### src/rtl/ram_port_arbiter_pkg.sv
// Shared constants for the two-port block RAM arbiter: FSM state encoding and port IDs.
package ram_port_arbiter_pkg;

  localparam logic [1:0] IDLE    = 2'd0;
  localparam logic [1:0] ACCESS  = 2'd1;
  localparam logic [1:0] WAIT    = 2'd2;
  localparam logic [1:0] CAPTURE = 2'd3;

  localparam logic PORT_CPU = 1'b0;
  localparam logic PORT_AUX = 1'b1;

endpackage

### src/rtl/ram_port_arbiter_rr_arbiter2.sv
// Two-way round-robin pick: a lone requester wins outright, a tie goes to rr_ptr.
module rr_arbiter2
  import ram_port_arbiter_pkg::*;
(
  input  logic [1:0] valid,
  input  logic       rr_ptr,
  output logic       winner,
  output logic       any_valid
);

  assign any_valid = |valid;
  assign winner    = (valid == 2'b11) ? rr_ptr : (valid[1] ? PORT_AUX : PORT_CPU);

endmodule

### src/rtl/ram_port_arbiter.sv
// Serialises cpu/aux accesses onto one single-port block RAM, one transaction at a time,
// returning a registered one-cycle response to whichever port owned the transaction.
module ram_port_arbiter
  import ram_port_arbiter_pkg::*;
#(
  parameter int ADDR_W     = 8,
  parameter int DATA_W     = 8,
  parameter int RD_LATENCY = 1
) (
  input  logic              clock,
  input  logic              reset,
  input  logic              cpu_valid,
  input  logic              cpu_write,
  input  logic [ADDR_W-1:0] cpu_addr,
  input  logic [DATA_W-1:0] cpu_wdata,
  output logic              cpu_ready,
  output logic              cpu_rsp_valid,
  output logic [DATA_W-1:0] cpu_rdata,
  input  logic              aux_valid,
  input  logic              aux_write,
  input  logic [ADDR_W-1:0] aux_addr,
  input  logic [DATA_W-1:0] aux_wdata,
  output logic              aux_ready,
  output logic              aux_rsp_valid,
  output logic [DATA_W-1:0] aux_rdata,
  output logic [ADDR_W-1:0] ram_address,
  output logic [DATA_W-1:0] ram_data_in,
  output logic              ram_write,
  input  logic [DATA_W-1:0] ram_data_out,
  output logic              busy,
  output logic              grant_id
);

  // WAIT lasts RD_LATENCY-1 cycles; the counter is loaded with one less than that.
  localparam logic [1:0] WAIT_LOAD = 2'((RD_LATENCY > 1) ? RD_LATENCY - 2 : 0);

  logic [1:0] state;
  logic [1:0] wait_cnt;
  logic       write_flag;
  logic       rr_ptr;
  logic       winner;
  logic       any_valid;
  logic       accept;

  rr_arbiter2 u_rr_arbiter2 (
    .valid     ({aux_valid, cpu_valid}),
    .rr_ptr    (rr_ptr),
    .winner    (winner),
    .any_valid (any_valid)
  );

  assign accept    = (state == IDLE) && any_valid;
  assign cpu_ready = accept && (winner == PORT_CPU);
  assign aux_ready = accept && (winner == PORT_AUX);
  assign ram_write = (state == ACCESS) && write_flag;
  assign busy      = (state != IDLE);

  // NOTE: sequential state uses non-blocking assignments so every register sees pre-edge values.
  always_ff @(posedge clock or posedge reset) begin
    if (reset) begin
      state         <= IDLE;
      wait_cnt      <= 2'd0;
      write_flag    <= 1'b0;
      rr_ptr        <= PORT_CPU;
      grant_id      <= PORT_CPU;
      ram_address   <= '0;
      ram_data_in   <= '0;
      cpu_rsp_valid <= 1'b0;
      aux_rsp_valid <= 1'b0;
      cpu_rdata     <= '0;
      aux_rdata     <= '0;
    end else begin
      cpu_rsp_valid <= 1'b0;
      aux_rsp_valid <= 1'b0;
      case (state)
        IDLE: begin
          if (accept) begin
            grant_id    <= winner;
            rr_ptr      <= ~winner;
            ram_address <= (winner == PORT_AUX) ? aux_addr  : cpu_addr;
            ram_data_in <= (winner == PORT_AUX) ? aux_wdata : cpu_wdata;
            write_flag  <= (winner == PORT_AUX) ? aux_write : cpu_write;
            state       <= ACCESS;
          end
        end
        ACCESS: begin
          if (write_flag) begin
            // Writes complete as soon as the RAM has sampled the write strobe.
            if (grant_id == PORT_AUX) aux_rsp_valid <= 1'b1;
            else                      cpu_rsp_valid <= 1'b1;
            state <= IDLE;
          end else if (RD_LATENCY > 1) begin
            wait_cnt <= WAIT_LOAD;
            state    <= WAIT;
          end else begin
            state <= CAPTURE;
          end
        end
        WAIT: begin
          if (wait_cnt == 2'd0) state <= CAPTURE;
          else                  wait_cnt <= wait_cnt - 2'd1;
        end
        CAPTURE: begin
          if (grant_id == PORT_AUX) begin
            aux_rdata     <= ram_data_out;
            aux_rsp_valid <= 1'b1;
          end else begin
            cpu_rdata     <= ram_data_out;
            cpu_rsp_valid <= 1'b1;
          end
          state <= IDLE;
        end
        default: state <= IDLE;
      endcase
    end
  end

endmodule

### config.mk
export PLATFORM = sky130hd
export DESIGN_NAME = ram_port_arbiter
export DESIGN_NICKNAME = d
export VERILOG_FILES = /design/src/rtl/ram_port_arbiter_pkg.sv /design/src/rtl/ram_port_arbiter_rr_arbiter2.sv /design/src/rtl/ram_port_arbiter.sv
export SDC_FILE = /design/constraint.sdc
export NUM_CORES = 1
export LEC_CHECK = 0
export BUFFER_PORTS_ARGS = -buffer_cell sky130_fd_sc_hd__buf_4
export CAP_MARGIN = 25
export CORE_AREA = 2 2 56 80
export DETAILED_ROUTE_END_ITERATION = 7
export DIE_AREA = 0 0 58 82
export PLACE_DENSITY_LB_ADDON = 0.05
export REMOVE_ABC_BUFFERS = 1
export SYNTH_ARGS = -nofsm -noshare
export SYNTH_HDL_FRONTEND = slang
export SYNTH_SLANG_ARGS = --single-unit
### constraint.sdc
create_clock -name clock -period 1.8 [get_ports clock]
set_clock_uncertainty 0.2 [all_clocks]
set_input_delay 0.09 -clock clock [delete_from_list [all_inputs] [get_ports clock]]
set_output_delay 0.09 -clock clock [all_outputs]
set_load 0.03 [all_outputs]
# --- Yosys cells after proc, flatten, opt, wreduce, memory -nomap -nowiden ---
# Cells that the tools add are included.
totals:
  regBits: 41
  inputBits: 46
  out_inout_bits: 39
  elab_cells: 49
op_classes:
  addsub: 1
  eq_ne: 6
  muxes: 15
  bitwise_logic: 3
  reduce_logical: 13
op_table:
  columns: ["op", "n"]
  rows:
  - ["$mux 8", 2]
  - ["$reduce_and 2->1", 5]
  - ["$pmux 2 s4", 1]
  - ["$mux 1", 7]
  - ["$eq 2x2->1 const B", 3]
  - ["$mux 2", 3]
  - ["$logic_and 1x1->1", 4]
  - ["$logic_not 2->1", 2]
  - ["$ne 2x2->1 const B", 2]
  - ["$pmux 1 s2", 2]
  - ["$not 1->1", 3]
  - ["$eq 2x1->1 const B", 1]
  - ["$reduce_bool 2->1", 1]
  - ["$reduce_or 2->1", 1]
  - ["$sub 2x1->2 const B", 1]

# --- Depth between registers and ports, before layout ---
logic_depth:
  ltp_word: 4
  mapped_depth: 6
  mapped_depth_nobuf: 5

# --- Modules after synthesis ---
# Synthesis repeated with hierarchy kept, for this count alone.
hier_totals:
  cells_unflattened: 148
  hier_area_um2: 1871.8
by_module_without_submodules:
  columns: ["mod", "n_inst", "cells_each", "area_each_um2", "seq_area_each_um2"]
  rows:
  - ["ram_port_arbiter", 1, 145, 1854.3, 1026.0]
  - ["rr_arbiter2", 1, 3, 17.5, 0.0]

# --- Worst setup path before layout ---
# Ideal clock, no wire load.
synth_path:
  path_type: "reg-to-reg"
  start: "reg state[1]"
  end: "reg ram_address[0]"
  setup_ns: 0.066
  arrival_ns: 1.419
  t_required_ns: 1.534
  setup_slack_ns: 0.115
  stages_incl_launch_ff: 7
  n_path_buf: 2
  synth_period_minus_slack_ns: 1.685
  path_cell_list: "dfrtp_1 > buf_2 > nor2_2 > inv_1 > nor3_2 > buf_2 > a221o_1"
synth_via:
  elab_chain_len: 3
synth_lines:
  columns: ["item", "line_no", "text"]
  rows:
  - ["start, declared", "ram_port_arbiter.sv:37", "logic [1:0] state;"]
  - ["start signal, assigned", "ram_port_arbiter.sv:61", "state <= IDLE;"]
  - ["start signal, assigned", "ram_port_arbiter.sv:83", "state <= ACCESS;"]
  - ["start signal, assigned", "ram_port_arbiter.sv:91", "state <= IDLE;"]
  - ["$logic_not 2->1 (*)", "ram_port_arbiter.sv:52, ram_port_arbiter.sv:75", null]
  - ["$logic_and 1x1->1", "ram_port_arbiter.sv:52", "assign accept = (state == IDLE) && any_valid;"]
  - ["$reduce_and 2->1 (no line) (*)", null, null]
  - ["end signal, assigned", "ram_port_arbiter.sv:80", "ram_address <= (winner == PORT_AUX) ? aux_addr : cpu_addr;"]
  - ["end, declared", "ram_port_arbiter.sv:26", "output logic [ADDR_W-1:0] ram_address,"]
# Every way passes the cells marked *; elsewhere a longest branch is shown, timed or not.
# A chain may end at the register's enable or synchronous reset.

# --- Worst setup path after layout ---
layout_path:
  start: "reg state[0]"
  end: "out aux_ready"
layout_via:
  elab_chain_len: 3
layout_lines:
  columns: ["item", "line_no", "text"]
  rows:
  - ["$logic_not 2->1", "ram_port_arbiter.sv:52", null]
  - ["$logic_and 1x1->1", "ram_port_arbiter.sv:52", null]
  - ["$logic_and 1x1->1", "ram_port_arbiter.sv:54", "assign aux_ready = accept && (winner == PORT_AUX);"]
  - ["end, declared", "ram_port_arbiter.sv:23", "output logic aux_ready,"]
# No other way between the ends.

==> impl_metrics.toml <==
[status]
outcome = "finished clean"

[place]
dp_hpwl_mm = 3.28
routabilityCongestion = 0.742
dp_slack_ns = 0.111
dp.cells = 277
portBuffers = 84
place_area_mm2 = 0.00247

[clock_network]
tritoncts = "done"
clk_pin_slew_ns = 0.08
cts_made_buffers = 5
clk_path_buf_depth = 2
cts.sinks = 41
ctsHtreeMaxLevel = 2
insertion_delay_ns = 0.28
cts_root_buffer = "clkbuf_8"

[final_layout]
fillers = 278
final_common_cell = "buf_4"
nets = 331
layout.cells.most_common_list = "buf_4, dlygate4sd3_1, dfrtp_1"
instances_no_fill = 329
drive_gt1_frac = 0.426
diodes = 0
design_area_mm2 = 0.00303
syn_to_final_growth_pct = 67.7

[sta]
rsz0062_at_grt = "true"
maxSlewViolCount = 0
finalSetupViolCount = 0
period_needed_ns = 1.78
fin_crit_sh = 0.987
slew_headroom = 0.653
max_freq_mhz = 563
worst_slack_ns = 0.0226
hold_ws_ns = 0.142
worst_pin_slew_ns = 0.521
hold_viol = 0
finalSetupTns_ns = 0

[synth]
synth_top_area_share = 0.569
avgSynthCellArea_um2 = 11.8
synth_top_cells_by_area = "dfrtp_1, mux2_2, a221o_1"
ys_warn_count = 0
synth_seq_area_share = 0.569
synth_area_leader_cell = "dfrtp_1"
netlist_instances = 153
syn_area_mm2 = 0.00180
synth-seq-cells = 41
synth_cell_types = 30

[power]
p_sw_frac = 0.432
p_per_area_mw_per_mm2 = 1680
p_leak_nw = 1.42
switching_power_w = 0.00219
p_int_w = 0.00289
power_frac_comb = 0.559
seq_power_share = 0.324
p_clk_frac = 0.117
vdd_drop_max_v = 0.00124

[run]
cap_violations = 0

[critical_path]
cp.required_ns = 1.51
endpoint_kind = "primary output"
startpoint = "state[0]"
reg2reg_from = "rr_ptr"
crit_fanout = 10
worstSetupPathType = "flip-flop to primary output"
arrival_ns = 1.49
start_kind = "flip-flop"

[hold_path]
hold_start = "cpu_valid"
hp-class = "input port to flip-flop"

[floorplan]
io_pins = 85
die_y_um = 82
die_x_um = 58
core_area_mm2 = 0.00406
num_rows = 28
initial_core_util = 0.444
die_area_mm2 = 0.00476

[global_routing]
grt_pass1_wl_mm = 8.43
grt_pass1_vias = 1824
grt_usage = 0.234
antenna_found_initial = 0
grt_overflow_total = 0
grt_max_degree = 42

[drt]
vias_per_cell = 5.25
drt-total-wl_mm = 5.25
drt_iter0_markers = 51
vias = 1728
drtPass1Iterations = 4
drtAntennaViolNets = 0
wl_per_cell_um = 16.0
drc = 0
-- final timing paths --
kind / endpoint / slack (ns) / cells after the start
min reg2reg: aux_rdata[5] / 0.31 / 1
max reg2reg: ram_data_in[5] / 0.14 / 5
max in group asynchronous: state[0] / 0.72 / 4
min in group asynchronous: grant_id / 0.31 / 4
max: aux_ready / 0.02 / 5
min: ram_data_in[3] / 0.14 / 4
-- state kept, by name, summed over array words and instances, names as in the netlist --
register / count
cpu_rdata: 8
wait_cnt: 2
write_flag: 1
cpu_rsp_valid: 1
rr_ptr: 1
state: 2
ram_address: 8
grant_id: 1
ram_data_in: 8
aux_rdata: 8
aux_rsp_valid: 1
-- layer usage --
metal	vias up	global-route usage	share of wire
met2	75	0.411	0.55
met5	-	0	0
met3	12	0.0567	0.061
li1	820	-	-
met1	821	0.277	0.37
met4	0	0.0767	0.019
-- cells by family after synthesis --
logic type	Yosys count	synth area share
AOI/OAI and AO/OA	50	0.187
and+or+nand+nor	26	0.0777
muxes	16	0.0999
buffers and inverters	18	0.0548
adders and majority gates	1	0.00693
xor gates and xnor gates	1	0.00486
DFF	41	0.569
-- cell usage after synthesis --
cell / number
dfrtp_1: 41
o21ai_1: 1
or2_1: 1
nand3_1: 10
nor3_2: 1
mux2_2: 16
o211a_1: 1
a221o_1: 9
a31oi_1: 8
buf_1: 1
buf_4: 2
buf_2: 7
and3b_1: 1
inv_1: 5
nor2_1: 5
xnor2_1: 1
a21o_1: 1
nor2b_1: 2
nand2_1: 2
buf_6: 2
inv_2: 1
nor2_2: 1
a21oi_1: 10
nand2b_1: 1
o21ai_0: 10
ha_1: 1
nor3b_1: 1
a21boi_0: 9
and2_1: 1
o21bai_1: 1
-- through the flow --
stage	total power, W	utilization
2_1_floorplan	0.00327	-
3_3_place_gp	0.00427	0.607
3_5_place_dp	0.00437	0.607
4_1_cts	0.00507	0.740
5_1_grt	0.00540	0.744
6_report	0.00508	0.744
-- power groups by stage --
stage                     combinational [W]  sequential (W)  clock (W)
after detailed placement            0.00272         0.00165          0
after global routing                0.00303         0.00171   0.000657
after global placement              0.00265         0.00162          0
final                               0.00284         0.00165   0.000593
after CTS                           0.00282         0.00165   0.000606
after floorplan                    0.000875         0.00240          0
-- critical path, cell delays in order, from the launching register on --
cell     delay, ns
dfrtp_2       0.48
nor2_4        0.15
inv_1         0.10
nor3_4        0.16
buf_4         0.16
buf_4         0.15
-- what timing repair did --
action / 4_1_cts / 5_1_grt
resized for setup: 3 / 4
endpoints found under the hold margin: 74 / 0
endpoints found under the setup margin: 2 / 9
pin swaps: 0 / 0
hold buffers: 44 / 0
setup buffers: 1 / 0
gates cloned: 0 / 0
-- area by class of cell --
cell class              instances  area (um^2)  area share
flip-flops and latches         41         1030       0.340
repair buffers                136         1130       0.374
well taps                      45         56.3      0.0186
multi-input cells              94          702       0.232
clock buffers                   7         86.3      0.0285
inverters                       6         22.5     0.00744
(Power assumes the default switching activity.)
